===== config.mk =====
export PLATFORM = sky130hd
export DESIGN_NAME = des_key_schedule
export DESIGN_NICKNAME = d
export VERILOG_FILES = /design/src/rtl/des_pkg.sv /design/src/rtl/des_pc2.sv /design/src/rtl/des_key_schedule.sv
export SDC_FILE = /design/constraint.sdc
export NUM_CORES = 1
export LEC_CHECK = 0
export ABC_AREA = 1
export CAP_MARGIN = 20
export CORE_ASPECT_RATIO = 1.4
export CORE_MARGIN = 3
export CORE_UTILIZATION = 36
export DETAILED_ROUTE_END_ITERATION = 6
export PLACE_DENSITY = 0.62
export SYNTH_ARGS = -nofsm -noshare
export SYNTH_HDL_FRONTEND = slang
export SYNTH_HIERARCHICAL = 1
export SYNTH_SLANG_ARGS = --single-unit
export TNS_END_PERCENT = 10

===== constraint.sdc =====
create_clock -name clk -period 2.2 [get_ports clk]
set_clock_uncertainty 0.05 [all_clocks]
set_input_delay 0.44 -clock clk [delete_from_list [all_inputs] [get_ports clk]]
set_output_delay 0.44 -clock clk [all_outputs]
set_load 0.02 [all_outputs]

===== src/rtl/des_pkg.sv =====
// Shared DES key-schedule constants: PC-1/PC-2 selection tables, per-round shift amounts,
// and the sequencer state encoding.
package des_pkg;

  localparam int SUBKEY_W = 48;
  localparam int CD_W     = 56;

  // Entries are used directly as key_in bit indices.
  localparam int PC1 [56] = '{
    57, 49, 41, 33, 25, 17,  9,  1, 58, 50, 42, 34, 26, 18,
    10,  2, 59, 51, 43, 35, 27, 19, 11,  3, 60, 52, 44, 36,
    63, 55, 47, 39, 31, 23, 15,  7, 62, 54, 46, 38, 30, 22,
    14,  6, 61, 53, 45, 37, 29, 21, 13,  5, 28, 20, 12,  4
  };

  // Value 1 selects the C/D MSB.
  localparam int PC2 [48] = '{
    14, 17, 11, 24,  1,  5,  3, 28, 15,  6, 21, 10,
    23, 19, 12,  4, 26,  8, 16,  7, 27, 20, 13,  2,
    41, 52, 31, 37, 47, 55, 30, 40, 51, 45, 33, 48,
    44, 49, 39, 56, 34, 53, 46, 42, 50, 36, 29, 32
  };

  localparam int SHIFTS [16] = '{1, 1, 2, 2, 2, 2, 2, 2, 1, 2, 2, 2, 2, 2, 2, 1};

  typedef enum logic [1:0] {IDLE, RUN, DONE} state_t;

  // Round numbers are 1-based; anything outside 1..16 yields no rotation.
  function automatic int shift_of(input int r);
    if (r >= 1 && r <= 16) return SHIFTS[r-1];
    return 0;
  endfunction

endpackage


===== src/rtl/des_pc2.sv =====
// Combinational PC-2 compression of the 56-bit C/D pair into a 48-bit round subkey.
module des_pc2
  import des_pkg::*;
(
  input  logic [CD_W-1:0]     cd,
  output logic [SUBKEY_W-1:0] subkey
);

  for (genvar i = 0; i < SUBKEY_W; i++) begin : g_sel
    assign subkey[SUBKEY_W-1-i] = cd[CD_W-PC2[i]];
  end

endmodule


===== src/rtl/des_key_schedule.sv =====
// Sequential DES key schedule: PC-1 on key accept, then one PC-2 subkey per output handshake
// in encrypt (K1 up) or decrypt (K16 down) order. Optional key parity flag: DES_PARITY_CHECK_EN.
module des_key_schedule
  import des_pkg::*;
#(
  parameter int ROUNDS = 16,
  parameter int IDX_W  = 4
) (
  input  logic                clk,
  input  logic                rst_n,
  input  logic [63:0]         key_in,
  input  logic                key_valid,
  output logic                key_ready,
  input  logic                decrypt,
  output logic [SUBKEY_W-1:0] subkey,
  output logic                subkey_valid,
  input  logic                subkey_ready,
  output logic [IDX_W-1:0]    round_idx,
  output logic                busy,
  output logic                done
`ifdef DES_PARITY_CHECK_EN
  ,
  output logic                parity_err
`endif
);

  state_t                state, state_nx;
  logic [CD_W-1:0]       pc1_cd, cd, cd_nx;
  logic [SUBKEY_W-1:0]   subkey_nx;
  logic [IDX_W-1:0]      idx_nx;
  logic                  dec_q;
  logic                  key_acc, sub_acc, last, load;

  for (genvar i = 0; i < CD_W; i++) begin : g_pc1
    assign pc1_cd[CD_W-1-i] = key_in[PC1[i]];
  end

  // C (upper 28) and D (lower 28) rotate independently.
  function automatic logic [CD_W-1:0] rotl(input logic [CD_W-1:0] v, input int n);
    logic [27:0] c, d;
    c = v[55:28];
    d = v[27:0];
    if (n == 1) begin
      c = {c[26:0], c[27]};
      d = {d[26:0], d[27]};
    end else if (n == 2) begin
      c = {c[25:0], c[27:26]};
      d = {d[25:0], d[27:26]};
    end
    return {c, d};
  endfunction

  function automatic logic [CD_W-1:0] rotr(input logic [CD_W-1:0] v, input int n);
    logic [27:0] c, d;
    c = v[55:28];
    d = v[27:0];
    if (n == 1) begin
      c = {c[0], c[27:1]};
      d = {d[0], d[27:1]};
    end else if (n == 2) begin
      c = {c[1:0], c[27:2]};
      d = {d[1:0], d[27:2]};
    end
    return {c, d};
  endfunction

  assign key_acc = (state == IDLE) && key_valid;
  assign sub_acc = (state == RUN) && subkey_ready;
  assign last    = (round_idx == IDX_W'(ROUNDS-1));
  assign load    = key_acc || (sub_acc && !last);

  always_comb begin
    state_nx = state;
    cd_nx    = cd;
    idx_nx   = round_idx;
    case (state)
      IDLE: begin
        if (key_valid) begin
          state_nx = RUN;
          // Decrypt starts from CD16, which equals the unrotated PC-1 output.
          cd_nx    = decrypt ? pc1_cd : rotl(pc1_cd, shift_of(1));
          idx_nx   = '0;
        end
      end
      RUN: begin
        if (subkey_ready) begin
          if (last) begin
            state_nx = DONE;
          end else begin
            cd_nx  = dec_q ? rotr(cd, shift_of(16 - int'(round_idx)))
                           : rotl(cd, shift_of(int'(round_idx) + 2));
            idx_nx = round_idx + 1'b1;
          end
        end
      end
      DONE:    state_nx = IDLE;
      default: state_nx = IDLE;
    endcase
  end

  des_pc2 u_pc2 (
    .cd     (cd_nx),
    .subkey (subkey_nx)
  );

  always_ff @(posedge clk or negedge rst_n) begin
    if (!rst_n) begin
      state     <= IDLE;
      cd        <= '0;
      subkey    <= '0;
      round_idx <= '0;
      dec_q     <= 1'b0;
    end else begin
      state     <= state_nx;
      cd        <= cd_nx;
      round_idx <= idx_nx;
      if (key_acc) dec_q  <= decrypt;
      if (load)    subkey <= subkey_nx;
    end
  end

  assign key_ready    = (state == IDLE);
  assign busy         = (state == RUN);
  assign subkey_valid = (state == RUN);
  assign done         = (state == DONE);

`ifdef DES_PARITY_CHECK_EN
  // DES keys use odd parity per byte; any even-parity byte flags the key.
  function automatic logic parity_bad(input logic [63:0] k);
    logic bad;
    bad = 1'b0;
    for (int b = 0; b < 8; b++) bad |= ~(^k[8*b +: 8]);
    return bad;
  endfunction

  always_ff @(posedge clk or negedge rst_n) begin
    if (!rst_n)       parity_err <= 1'b0;
    else if (key_acc) parity_err <= parity_bad(key_in);
  end
`else
  logic unused_parity_bits;
  assign unused_parity_bits = ^{key_in[0], key_in[8], key_in[16], key_in[24],
                                key_in[32], key_in[40], key_in[48], key_in[56]};
`endif

endmodule


==> flow_summary_export.csv, run 1 <==
group,metric,value,unit
outcome,status,"finished, violations left",
outcome,violations,"design-rule violations, negative setup slack",
sta,drv_slew,0,
die,initial_utilization,36.6,%
layout,drive_above_1_share,17.4,%
routing,top_layer,"met4",
min_path,hold_path.startpoint,"subkey[11]",
layout,seqCellArea,2780,sq um
die,dieHeight,204,um
flow_run,drv_cap,0,
routing,vias,12100,
yosys,ys_seq_area_share,27.5,%
routing,drc,18,
die,pin_count,125,
sta,setup_viol_count_final,104,
critical_path,cp-start-kind,"register",
critical_path,cp_common_cell,"nand2_1",
routing,ant_nets,0,
place,gp_congestion,0.896,
grt,overflow,0,
yosys,synth_async_sr_flop_share,100,%
grt,antenna_found_initial,0,
yosys,synth_seq_cells,111,
yosys,synth_area,10100,sq um
sta,worst_pin_slew,0.716,ns
critical_path,crit_slowest_cell,"dfrtp_2",
clock_tree,clk_pin_slew_worst_paths,0.08,ns
sta,period_share,116,%
clock_tree,cts_root_buf,"clkbuf_16",
critical_path,worstPathArrival,2.76,ns
clock_tree,clock_sinks,111,
min_path,min_to,"subkey[11]",
clock_tree,cts_tree,"yes",
critical_path,end_kind,"register",
clock_tree,clkLatencyLatePin,0.37,ns
critical_path,crit_path_start,"round_idx[1]",
routing,avgRoutedWirePerCell,19.5,um
min_path,hold_class,"register to register",
routing,dr.pass1.iters,7,
yosys,yosysMostFrequentCell,"nand2_1",
yosys,yosys.area.top_type,"dfrtp_1",
critical_path,r2r_end,"subkey[11]",
critical_path,cp_cell_sequence,"clkinv_4, ha_4, inv_4, nand2_4, nand2_4, nand2_2, nand2_1, nand4_1, buf_6, nand2_8, buf_6, clkbuf_16, buf_12, nand3_1, nand3_1, nand2_1, nand2_1, nand2_1, nand2_1, nand2_1, nand2_1, nand2_1",
sta,rsz0062_at_grt,"true",
critical_path,r2r_start,"round_idx[1]",
die,die_w,148,um
yosys,synth_top_cells_by_area,"dfrtp_1, nand2_1, nand3_1, a21oi_1, buf_4",
layout,multi_input_area,6320,sq um
sta,timing.fmax,393,MHz
yosys,synth_fp_nets,1732,
yosys,synth_top_area_share,27.5,%
yosys,yosysUniqueCellTypes,27,
sta,finalWorstSetupSlack,-0.346,ns
yosys,synthCells,1656,
yosys,syn_avg_cell_area,6.10,sq um
place,post-dp-hpwl,24.3,mm
critical_path,crit_required,2.41,ns
layout,nNetsFinal,1814,
die,row_count,72,
yosys,synthFlopType,"dfrtp_1",
yosys,synth_edf_count,0,
die,design.core.area,27700,sq um
grt,grt_pass1_wl,58.7,mm
routing,drt-met1-wl,15.7,mm
place,portBuffers,116,
place,pre_cts_slack,-0.278,ns
routing,met2WireLength,18.9,mm
yosys,yosysWarnings,6,
layout,area.growth.synth_to_final,32.4,%
critical_path,critical_path_buf_inv_count,6,
clock_tree,cts-root-to-sink-buffers,2,
sta,holdWs,0.433,ns
routing,drt_wl_total,41.3,mm
yosys,ys_top_cells_by_count,"nand2_1, nand3_1, a21oi_1, dfrtp_1, inv_1",
critical_path,critPathMaxFanout,6,
sta,min_period,2.55,ns
clock_tree,cts_inserted_buffers,9,
die,dieArea,30200,sq um
grt,grt_start_max_net_pins,58,
critical_path,r2r_slack,-0.35,ns
critical_path,r2r_cells,22,
sta,hold_violations,0,
routing,dr.first_iter.drc_count,1655,
layout,n_fill_cell,2730,
routing,met3WireLength,3.98,mm
grt,first_global_vias,10900,
layout,diodes,0,
routing,vias_per_cell,5.72,
critical_path,critPathTopFamily,"simple AND/OR/NAND/NOR gates",
clock_tree,htree_levels,3,
sta,slew-limit-headroom,52.3,%
critical_path,crit_path_max_incr_delay,0.42,ns
min_path,holdPathStages,2,
critical_path,crit_type,"register to register",
grt,grtUsageTotal,23.6,%
==> repair_timing <==
item                                    CTS  global route
gates resized for setup                  30            99
pin swaps                                 9            95
endpoints found under the setup margin  111           109
setup buffers                             0            26
endpoints found under the hold margin    15             0
gates cloned                              0            24
hold buffers                              1             0
==> worst max-delay path by stage <==
stage | to | slack (ns) | depth (start not counted)
2_1_floorplan | subkey[0] | -0.10 | 21
3_3_place_gp | subkey[26] | -0.30 | 15
3_5_place_dp | subkey[44] | -0.28 | 17
4_1_cts | subkey[43] | -0.28 | 19
5_1_grt | subkey[33] | -0.48 | 21
6_report | subkey[11] | -0.35 | 22
==> flip-flops by register name (all words and copies together) (netlist names) <==
register / flops
cd: 56
subkey: 48
round_idx: 4
state: 2
dec_q: 1
==> per-layer routing <==
layer	up-vias	GRT usage, %
met5	-	0
met4	0	7.69
met3	209	2.68
met2	767	39.7
met1	5524	31.5
li1	5586	-
==> area by class of cell <==
type,count,share of cell area [%]
Timing Repair Buffer,255,23.3
Multi-Input combinational cell,1258,47.2
Sequential cell,111,20.8
Clock inverter,7,0.607
Inverter,103,3.03
Clock buffer,9,1.68
Tap cell,370,3.46
==> cell usage in the layout, fill, tap and decap left out, drive strengths merged <==
cell | synthesis | routed
nand4 | 59 | 59
dlymetal6s2s | 0 | 1
bufinv | 0 | 1
clkbuf | 56 | 29
dlygate4sd2 | 0 | 3
clkdlybuf4s50 | 0 | 110
a31oi | 1 | 1
inv | 103 | 102
nor3 | 2 | 2
nand2 | 610 | 611
buf | 129 | 120
ha | 7 | 7
o22ai | 1 | 1
clkinvlp | 0 | 1
a21oi | 126 | 126
clkinv | 0 | 6
dlygate4sd3 | 0 | 1
nand3 | 348 | 348
o21ai | 4 | 4
dfrtp | 111 | 111
a22oi | 44 | 44
nor2 | 55 | 55
==> cells by family after synthesis <==
family	count (synthesis)	synth area share [%]
compound gates	176	9.83
fa+ha+maj	7	0.866
buf+inv	288	14.4
flops	111	27.5
simple gates	1074	47.4
==> tightest hold or removal path, stage by stage, from the launching register on <==
cell and delay [ns]:
dfrtp_1 0.35, nand2_1 0.05, nand2_1 0.06
==> per-stage QoR <==
step / instances / utilization (%) / setup TNS, ns / area [sq um]
2_1_floorplan: 1656 / - / -4.27 / 10300
3_3_place_gp: 2046 / 42.7 / -14.73 / 11800
3_5_place_dp: 2046 / 42.7 / -15.34 / 11800
4_1_cts: 2063 / 44.1 / -15.14 / 12200
5_1_grt: 2113 / 48.4 / -36.75 / 13400
6_report: 2113 / 48.4 / -23.81 / 13400
Power of run 1 is left out: the tool's default activity adds up to more than one toggle a clock period on the data nets, which glitch-free logic cannot reach.
==> run 2, diff against run 1 <==
--- a/config.mk
+++ b/config.mk
@@ -6,6 +6,7 @@
 export NUM_CORES = 1
 export LEC_CHECK = 0
 export ABC_AREA = 1
+export ABC_CLOCK_PERIOD_IN_PS = 2200
 export CAP_MARGIN = 20
 export CORE_ASPECT_RATIO = 1.4
 export CORE_MARGIN = 3
==> results of run 2 <==
The final DEF is identical to that of run 1; final timing and power are the same.
Power of run 2 is left out for the same reason.
==> edit: new RTL, settings of run 2 <==
Build with the macro `DES_PARITY_CHECK_EN` defined.
--- a/src/rtl/des_key_schedule.sv
+++ b/src/rtl/des_key_schedule.sv
@@ -1,5 +1,7 @@
 // Sequential DES key schedule: PC-1 on key accept, then one PC-2 subkey per output handshake
 // in encrypt (K1 up) or decrypt (K16 down) order. Optional key parity flag: DES_PARITY_CHECK_EN.
+`define DES_PARITY_CHECK_EN
+
 module des_key_schedule
   import des_pkg::*;
 #(
Function (old outputs only; new: parity_err): same outputs for any inputs over 4 cycles, from zero or initial values and one cycle with rst_n low; that may be too few to reach the edited logic, so the function may still have changed.
==> edit against run 2 <==
- the flow finishes with violations (setup timing)
- synthesized area rose by 5.6%
- first-iteration DRC count fell by 32%
- count of clock-buffer cells in the layout did not move
- cell area rose by 5.1%
- routed wire length rose by 6.7%
- cell count rose by 4.9%
- worst setup slack improved by 0.027 ns
- fmax rose by 1.1%
- die area rose by 5.4%
- sequential cell count rose by 1
- critical path depth fell by 1
- critical endpoint is now subkey[8]
Power is not shown: default switching activity piles up to over one toggle a cycle in this logic, so the estimate is an artifact.
==> edit: results (changes against run 2) <==
----------------------------------------------------
[Cells and area]
  Count of flip-flops and latches ... 112 (was 111)
  Relative area of clock buffers and inverters in the final design ... 2.15% (was 2.29%)
  Area Growth Syn to Fin ... 31.9% (was 32.4%)
  Sequential share of cell area ... 19.9% (was 20.8%)
  Count of multi-input gates ... 1,324 (was 1,258)

[Global route]
  GR Layer Usage met3 ... 3.41% (was 2.68%)
  Met2 routing resource usage after global routing ... 44.7% (was 39.7%)

[STA]
  # setup viols final ... 105 (was 104)
  Final setup margin ... -0.319 ns (was -0.346 ns)
  Setup TNS Final ... -18.10 ns (was -23.81 ns)
  Worst slew margin relative to its limit ... 63.7% (was 52.3%)

[Clocking]
  Post-CTS setup buffer count ... 9 (was 0)
  Number of gates given a new drive strength after cts ... 57 (was 30)

[Placed design]
  Estimated wirelength of the detail-placed design ... 29.7 mm (was 24.3 mm)
  Instance area at placement ... 12,800 um2 (was 11,800 um2)
  Buffers added on ports ... 125 (was 116)

[Synth]
  Compound-gate portion of the synthesized area ... 9.49% (was 9.83%)
  Share of synthesized cell area in full adder, half adder and majority cells ... 0.821% (was 0.866%)
  Fraction of the yosys area taken by sequential cells ... 26.3% (was 27.5%)
  Post-synthesis cell type count ... 29 (was 27)
  Top cells by count, synth ... sky130_fd_sc_hd__nand2_1, sky130_fd_sc_hd__nand3_1, sky130_fd_sc_hd__a21oi_1 (unchanged)
  Mean instance size in the synthesized netlist ... 6.22 um2 (was 6.10 um2)
  Xor and xnor fraction of the mapped netlist area ... 4.27% (was 0%)

[Run status]
  Violations in the final reports ... setup timing (was DRC, setup timing)
  Status ... finished, violations left (unchanged)

[Route]
  Detailed Route WL ... 44.0 mm (was 41.3 mm)
  Detailed-router iteration count before antenna repair ... 5 (was 7)
  Starting DRC count in detailed routing ... 1,125 (was 1,655)
  Number of vias per cell ... 5.57 (was 5.72)
  Met2 WL post-DR ... 21.1 mm (was 18.9 mm)

----------------------------------------------------
-- edit: changes by cell type after synthesis, sizes merged, moves of 5 or more --
cell / run 2 / this run
clkbuf: 56 / 46
xor2: 0 / 8
nand2: 610 / 670
nand3: 348 / 294
xnor2: 0 / 44
nor2: 55 / 60
-- edit: path summary, 6_finish.rpt --
| kind | from | endpoint | slack [ns] | depth (start not counted) |
|---|---|---|---|---|
| worst max-delay path | round_idx[1] | subkey[8] | -0.32 | 21 |
| worst min-delay path | subkey[39] | subkey[39] | 0.44 | 2 |
| worst max register to register | round_idx[1] | subkey[8] | -0.32 | 21 |
| worst min register to register | subkey[39] | subkey[39] | 0.44 | 2 |
| max in group asynchronous | rst_n | cd[23] | 0.94 | 3 |
| min in group asynchronous | rst_n | cd[37] | 0.53 | 2 |
-- edit: tightest hold or removal path, delay by kind of cell, from the launching register on --
family | cells | cell delay (ns)
flip-flops | 1 | 0.35
AND/OR/NAND/NOR | 2 | 0.11
